==> src/rtl/pc_sequencer.sv <==
// pc_sequencer: multi-cycle fetch/decode/execute sequencer for the REDUX-V core.
// Owns the program counter and runs the instruction-memory fetch handshake.
// It latches the fetched instruction for the decoder. In EXEC it drives the
// select lines of the external next_pc mux and commits the mux result into pc.
module pc_sequencer #(
    parameter int unsigned           BITS     = 8,
    parameter logic [BITS-1:0]       RESET_PC = '0
) (
    input  logic            clk,
    input  logic            rst_n,
    input  logic            start,
    output logic            imem_req,
    output logic [BITS-1:0] imem_addr,
    input  logic            imem_ack,
    input  logic [BITS-1:0] imem_data,
    output logic [BITS-1:0] instr,
    output logic            decode,
    input  logic            is_jmp,
    input  logic            is_brzr,
    input  logic            is_halt,
    input  logic            reg_zero,
    input  logic            stall,
    output logic            brzr_sel,
    output logic            jmp_sel,
    output logic [BITS-1:0] pc_inc,
    input  logic [BITS-1:0] next_pc,
    output logic [BITS-1:0] pc,
    output logic            halted,
    output logic            illegal
);

    typedef enum logic [2:0] {
        S_IDLE   = 3'd0,
        S_FETCH  = 3'd1,
        S_DECODE = 3'd2,
        S_EXEC   = 3'd3,
        S_HALT   = 3'd4
    } state_t;

    state_t state;

    logic   in_exec;
    logic   conflict;

    // The fetch address is the program counter itself, so it cannot move
    // while FETCH waits for an ack.
    assign imem_addr = pc;

    // Sequential successor; wraps naturally at 2^BITS.
    assign pc_inc = pc + BITS'(1);

    // Select lines and the conflict pulse, live only while in EXEC.
    // NOTE: every output of this block is assigned on every path, so no latch can be inferred.
    always_comb begin
        in_exec  = (state == S_EXEC);
        conflict = is_jmp & is_brzr;
        // Halt wins over both branch flags; a jmp+brzr conflict falls back
        // to pc_inc by leaving both selects low.
        jmp_sel  = in_exec & ~is_halt & is_jmp  & ~is_brzr;
        brzr_sel = in_exec & ~is_halt & is_brzr & ~is_jmp & reg_zero;
        // Pulses only on the cycle that actually commits the conflicting
        // instruction, not on the stalled cycles before it.
        illegal  = in_exec & ~stall & ~is_halt & conflict;
    end

    // Control FSM with registered outputs; also owns pc and the instruction latch.
    // NOTE: state and outputs use non-blocking assignments so every register updates from pre-edge values.
    always_ff @(posedge clk or negedge rst_n) begin
        if (!rst_n) begin
            state    <= S_IDLE;
            pc       <= RESET_PC;
            instr    <= '0;
            imem_req <= 1'b0;
            decode   <= 1'b0;
            halted   <= 1'b0;
        end else begin
            unique case (state)
                S_IDLE: begin
                    if (start) begin
                        state    <= S_FETCH;
                        imem_req <= 1'b1;
                    end
                end

                S_FETCH: begin
                    // Request stays high until the ack edge; data is only
                    // captured on that edge.
                    if (imem_ack) begin
                        instr    <= imem_data;
                        imem_req <= 1'b0;
                        decode   <= 1'b1;
                        state    <= S_DECODE;
                    end
                end

                S_DECODE: begin
                    decode <= 1'b0;
                    state  <= S_EXEC;
                end

                S_EXEC: begin
                    // A stalled EXEC holds everything; pc is written only on
                    // the committing edge.
                    if (!stall) begin
                        if (is_halt) begin
                            halted <= 1'b1;
                            state  <= S_HALT;
                        end else begin
                            pc       <= next_pc;
                            imem_req <= 1'b1;
                            state    <= S_FETCH;
                        end
                    end
                end

                S_HALT: begin
                    // Terminal until reset; start and acks are ignored.
                    halted <= 1'b1;
                end

                default: begin
                    state    <= S_IDLE;
                    imem_req <= 1'b0;
                    decode   <= 1'b0;
                    halted   <= 1'b0;
                end
            endcase
        end
    end

    // Both selects high would present two sources to the next_pc mux.
    always_comb begin
        assert (!(jmp_sel && brzr_sel))
            else $error("pc_sequencer: jmp_sel and brzr_sel both asserted");
    end

endmodule

==> config.mk <==
export PLATFORM = sky130hd
export DESIGN_NAME = pc_sequencer
export DESIGN_NICKNAME = d
export VERILOG_FILES = /design/src/rtl/pc_sequencer.sv
export SDC_FILE = /design/constraint.sdc
export NUM_CORES = 1
export LEC_CHECK = 0
export BUFFER_PORTS_ARGS = -buffer_cell sky130_fd_sc_hd__buf_4
export CAP_MARGIN = 30
export CORE_MARGIN = 4
export CORE_UTILIZATION = 30
export DETAILED_ROUTE_END_ITERATION = 7
export GPL_TIMING_DRIVEN = 0
export PLACE_DENSITY = 0.55
export SLEW_MARGIN = 25
export SYNTH_ARGS = -nofsm -noshare
export SYNTH_HDL_FRONTEND = slang
export SYNTH_SLANG_ARGS = --single-unit
==> constraint.sdc <==
create_clock -name clk -period 2.16 [get_ports clk]
set_clock_uncertainty 0.1 [all_clocks]
set_input_delay 0.432 -clock clk [delete_from_list [all_inputs] [get_ports clk]]
set_output_delay 0.432 -clock clk [all_outputs]
set_load 0.01 [all_outputs]
==> reports/metrics.yaml, run 1 <==
synth-compound-area-share_pct: 4.45
viasPerCell: 4.47
wire_per_inst_um: 12.4
ys_seq_area_share_pct: 50.2
synth.avg_cell_area_sq_um: 12.2
setup_violations: 0
die_area_sq_um: 4680
die_x_um: 68.4
cts.path.max_buffers: 2
crit_path_start: "imem_addr[2]"
route.detailed.drc: 0
clock_sinks: 22
antenna_found_initial: 0
p_sw_share_pct: 35.6
wl_met3_um: 334
final_common_cell: "buf_4"
min_delay_path_depth: 2
synth_simple_gate_area_share_pct: 15.1
rsz0062_at_grt: "false"
layout_common_cells: "buf_4, dfrtp_1, mux2_2, nand3_1, xnor2_1"
postLayoutCoreUtil_pct: 49.4
grt_max_degree: 23
ff2ff_path_depth: 3
seq_power_share_pct: 32.9
pwr-share-clk_pct: 11.6
worstSetupPathType: "flop to output port"
first_pass_iters: 4
synth_top_family_by_area: "multiplexers"
syn_area_sq_um: 1100
synth-seq-cells: 22
gp_congestion: 0.705
placed_area_sq_um: 1620
clock_latency_ns: 0.26
drtIter0Drc: 24
setup_tns_ns: 0
initial_core_util_pct: 31.8
max_cap_violations: 0
switching_power_uw: 891
synthAdderAreaFrac_pct: 1.14
numCtsBuffers: 3
num_vias: 916
slew_violations: 0
final_area_sq_um: 1700
p_comb_share_pct: 55.6
period_needed_ns: 1.91
tritoncts: "yes"
synth-xor-area-share_pct: 4.79
cp_max_fo: 7
syn_nets: 116
ys_warn_count: 0
grtUsageTotal_pct: 11.4
crit_path_end_kind: "output port"
dieHeight_um: 68.4
grt_overflow: 0
worstReg2RegStart: "state[1]"
nNetsFinal: 186
grt_pass1_vias: 885
finalCritPeriodShare_pct: 88.3
n_antenna_cell: 0
seqCellArea_sq_um: 551
hp-start: "next_pc[7]"
synth_cell_type_count: 27
start_kind: "flop"
ioPinCount: 63
wl_met2_mm: 1.17
crit_required_ns: 1.63
muxShareOfSynthArea_pct: 17.4
drive_gt1_share_pct: 61.6
slew_headroom_pct: 72.1
worstPathArrival_ns: 1.37
tightest_slew_ns: 0.417
h-tree-depth: 1
final_hold_viol_count: 0
hpwl_mm: 2.01
status: "finished clean"
p_leak_nw: 0.823
wl_met1_mm: 1.02
max-vdd-ir-drop_uv: 646
area_growth_pct: 55.0
p_int_mw: 1.61
wirelength_mm: 2.54
total_power_mw: 2.50
core_sq_um: 3440
hp-class: "primary input to flop"
p_per_area_nw_per_um2: 1470
drtAntennaViolNets: 0
port_buffers: 62
rows: 21
multi_input_area_sq_um: 469
fin_hold_ws_ns: 0.301
syn_inst: 90
cts.reportedPaths.clkPinSlew_ns: 0.08
highest_layer: "met4"
max_freq_ghz: 0.524
grt_pass1_wl_mm: 3.97
fillers: 314
cts-root-buf: "clkbuf_8"
## final timing paths
| check | end | slack [ns] |
|---|---|---|
| worst max-delay path | pc_inc[5] | 0.25 |
| worst min-delay path | imem_addr[7] | 0.30 |
| worst max register to register | instr[2] | 0.60 |
| worst min register to register | instr[7] | 0.42 |
| max in group asynchronous | imem_addr[3] | 1.25 |
| min in group asynchronous | halted | 0.49 |
## power groups by stage
stage          combinational (mW)  sequential (mW)  clock (mW)
6_report                     1.39            0.822       0.290
5_1_grt                      1.52            0.867       0.326
4_1_cts                      1.40            0.827       0.301
3_5_place_dp                 1.40            0.831           0
3_3_place_gp                 1.39            0.824           0
2_1_floorplan               0.651            0.884           0
## cells in the mapped netlist
| cell | instances | area share, % |
|---|---|---|
| nand2b_4 | 1 | 1.3 |
| nor2_4 | 1 | 1.0 |
| mux2i_1 | 1 | 0.91 |
| nor3_4 | 1 | 1.5 |
| o21ai_0 | 2 | 0.91 |
| buf_2 | 1 | 0.46 |
| nand4bb_1 | 1 | 1.0 |
| dfrtp_1 | 22 | 50 |
| or2_2 | 1 | 0.57 |
| buf_4 | 8 | 5.5 |
| xnor2_1 | 5 | 4.0 |
| nand3_1 | 5 | 2.3 |
| xor2_1 | 1 | 0.80 |
| nand3b_1 | 3 | 2.1 |
| nand2_1 | 2 | 0.69 |
| o31ai_1 | 2 | 1.4 |
| inv_1 | 2 | 0.69 |
| a21oi_1 | 3 | 1.4 |
| a22o_1 | 1 | 0.80 |
| nor2b_1 | 1 | 0.57 |
| nor3b_1 | 1 | 0.69 |
| mux2_2 | 16 | 16 |
| and3_1 | 3 | 1.7 |
| ha_1 | 1 | 1.1 |
| inv_2 | 1 | 0.34 |
| nor3_1 | 3 | 1.4 |
| nor2_1 | 1 | 0.34 |
## repair_timing
item                                    4_1_cts  5_1_grt
setup buffers                                 0        2
hold buffers                                  1        0
endpoints found under the setup margin        0        1
hold endpoints to repair                     22        0
gates resized for setup                       0        0
## registers in the layout, indices dropped and copies added (netlist names)
register,flops
decode,1
halted,1
imem_addr,8
imem_req,1
instr,8
state,3
## area by class of cell
class / count / share of cell area [%]
Timing Repair Buffer: 65 / 28.9
Multi-Input combinational cell: 56 / 27.6
Inverter: 3 / 0.663
Tap cell: 46 / 3.39
Clock buffer: 4 / 3.24
Sequential cell: 22 / 32.4
Buffer: 9 / 3.83
## critical path, stage by stage, from the launching register on
cell and delay [ns]:
dfrtp_1 0.46, and3_1 0.24, nand3_1 0.10, xnor2_1 0.17
buf_4 0.14
## logic make-up after synthesis
group / Yosys count
AO/OA/AOI/OAI: 8
buffers and inverters: 12
AND/OR/NAND/NOR: 24
XOR/XNOR: 6
adder cells (fa/ha/maj): 1
multiplexers: 17
flip-flops: 22
## metrics by stage
stage / setup slack (ns) / cells
after CTS: 0.0721 / 203
after global placement: 0.181 / 198
after global routing: 0.116 / 205
after floorplan: 0.479 / 90
final: 0.253 / 205
after detailed placement: 0.173 / 198
## per-layer routing
metal  GRT usage, %  up-vias
met5              0        -
met4           2.98        0
met3           4.76        2
met2           19.1       47
met1           13.5      420
li1               -      447
No activity file was read; power rests on OpenSTA's default activity.
==> run 2, diff against run 1 <==
--- a/config.mk
+++ b/config.mk
@@ -5,7 +5,7 @@
 export SDC_FILE = /design/constraint.sdc
 export NUM_CORES = 1
 export LEC_CHECK = 0
-export BUFFER_PORTS_ARGS = -buffer_cell sky130_fd_sc_hd__buf_4
+export BUFFER_PORTS_ARGS = -buffer_cell sky130_fd_sc_hd__buf_2
 export CAP_MARGIN = 30
 export CORE_MARGIN = 4
 export CORE_UTILIZATION = 30
==> run 2 against run 1 <==
Clock power rose by 2%. Cell area fell by 10%. Critical path depth did not move. Routed wire length fell by 5.1%. Setup slack improved by 0.0056 ns. Via count fell by 0.76%. Critical path type unchanged. Critical endpoint is now pc_inc[4]. Largest power group unchanged.
==> reports/metrics.yaml, run 2 (synthesis gave the netlist of run 1 again) <==
cts.reportedPaths.clkPinSlew_ns: 0.08
final_common_cell: "buf_2"
cts.path.max_buffers: 2
core_sq_um: 3440
finalCritPeriodShare_pct: 88.0
highest_layer: "met4"
grt_overflow: 0
grt_pass1_wl_mm: 3.88
wl_met2_mm: 1.15
wl_met3_um: 277
n_antenna_cell: 0
setup_violations: 0
ioPinCount: 63
num_vias: 909
crit_path_end_kind: "output port"
tightest_slew_ns: 0.480
r2r_setup_slack_ns: 0.59
die_x_um: 68.4
start_kind: "flop"
nNetsFinal: 184
crit_required_ns: 1.63
numCtsBuffers: 3
gp_congestion: 0.807
max-vdd-ir-drop_uv: 436
cts-root-buf: "clkbuf_8"
worstSetupPathType: "flop to output port"
drive_gt1_share_pct: 61.8
final_hold_viol_count: 0
die_area_sq_um: 4680
hpwl_mm: 1.92
h-tree-depth: 1
viasPerCell: 4.48
fin_hold_ws_ns: 0.0202
rows: 21
worstPathArrival_ns: 1.37
drtAntennaViolNets: 0
antenna_found_initial: 0
dieHeight_um: 68.4
max_freq_ghz: 0.526
clock_sinks: 22
grtUsageTotal_pct: 10.8
wire_per_inst_um: 11.9
post_cts_resized: 0
rsz0062_at_grt: "false"
grt_pass1_vias: 868
layout_common_cells: "buf_2, dfrtp_1, mux2_2, buf_4"
port_buffers: 62
timing.rr.end: "instr[5]"
hp-class: "primary input to async pin"
worstReg2RegStart: "state[1]"
route.detailed.drc: 0
period_needed_ns: 1.90
clock_latency_ns: 0.26
ff2ff_path_depth: 3
wirelength_mm: 2.41
slew_violations: 0
grt_max_degree: 23
initial_core_util_pct: 31.8
slew_headroom_pct: 68.0
first_pass_iters: 3
wl_met1_um: 959
tritoncts: "yes"
cp_max_fo: 8
max_cap_violations: 0
area_growth_pct: 39.3
setup_ws_ns: 0.259
status: "finished clean"
dp_slack_ns: 0.184
p_leak_nw: 0.766
p_per_area_nw_per_um2: 1490
setup_tns_ns: 0
drtIter0Drc: 15
fillers: 351
-- run 2: per-stage QoR --
step                area (sq um)  util [%]  std cells  total power [mW]
floorplan                   1100         -         90              1.54
global placement            1460      42.5        198              1.98
detailed placement          1460      42.5        198              2.00
CTS                         1520      44.1        202              2.31
global route                1530      44.3        203              2.47
finish                      1530      44.3        203              2.27
-- run 2: final cells by class --
cell class              count  area, sq um  share of cell area (%)
multi-input cells          56          469                    30.7
well taps                  46         57.6                    3.77
inverters                   3         11.3                   0.738
clock buffers               4         55.1                    3.61
flip-flops and latches     22          551                    36.1
repair buffers             63          318                    20.8
plain buffers               9         65.1                    4.26
-- run 2: timing repair --
item                       4_1_cts  5_1_grt
hold buffers                     0        0
setup endpoints to repair        0        1
buffers inserted                 0        1
-- run 2: worst max path at each step --
stage,from,to,slack (ns),cells past startpoint
after floorplan,is_halt,illegal,0.48,3
after global placement,is_halt,illegal,0.20,5
after detailed placement,is_halt,illegal,0.18,5
after CTS,state[2],illegal,0.07,4
after global routing,imem_addr[2],pc_inc[7],0.13,4
final,imem_addr[0],pc_inc[4],0.26,4
-- run 2: metal layers --
layer	vias to the layer above	global-route usage (%)
li1	443	-
met3	5	2.96
met4	0	3.72
met2	44	18.4
met5	-	0
met1	417	13.1
-- run 2: power by group --
group	internal, mW	total [mW]	switching [mW]
Clock	0.162	0.295	0.132
Combinational	0.627	1.16	0.536
Sequential	0.616	0.814	0.198
-- run 2: critical path, stage by stage, from the launching register on --
cell and delay (ns):
dfrtp_1 0.47, ha_1 0.25, nand3_1 0.11, xnor2_1 0.14, buf_2 0.14
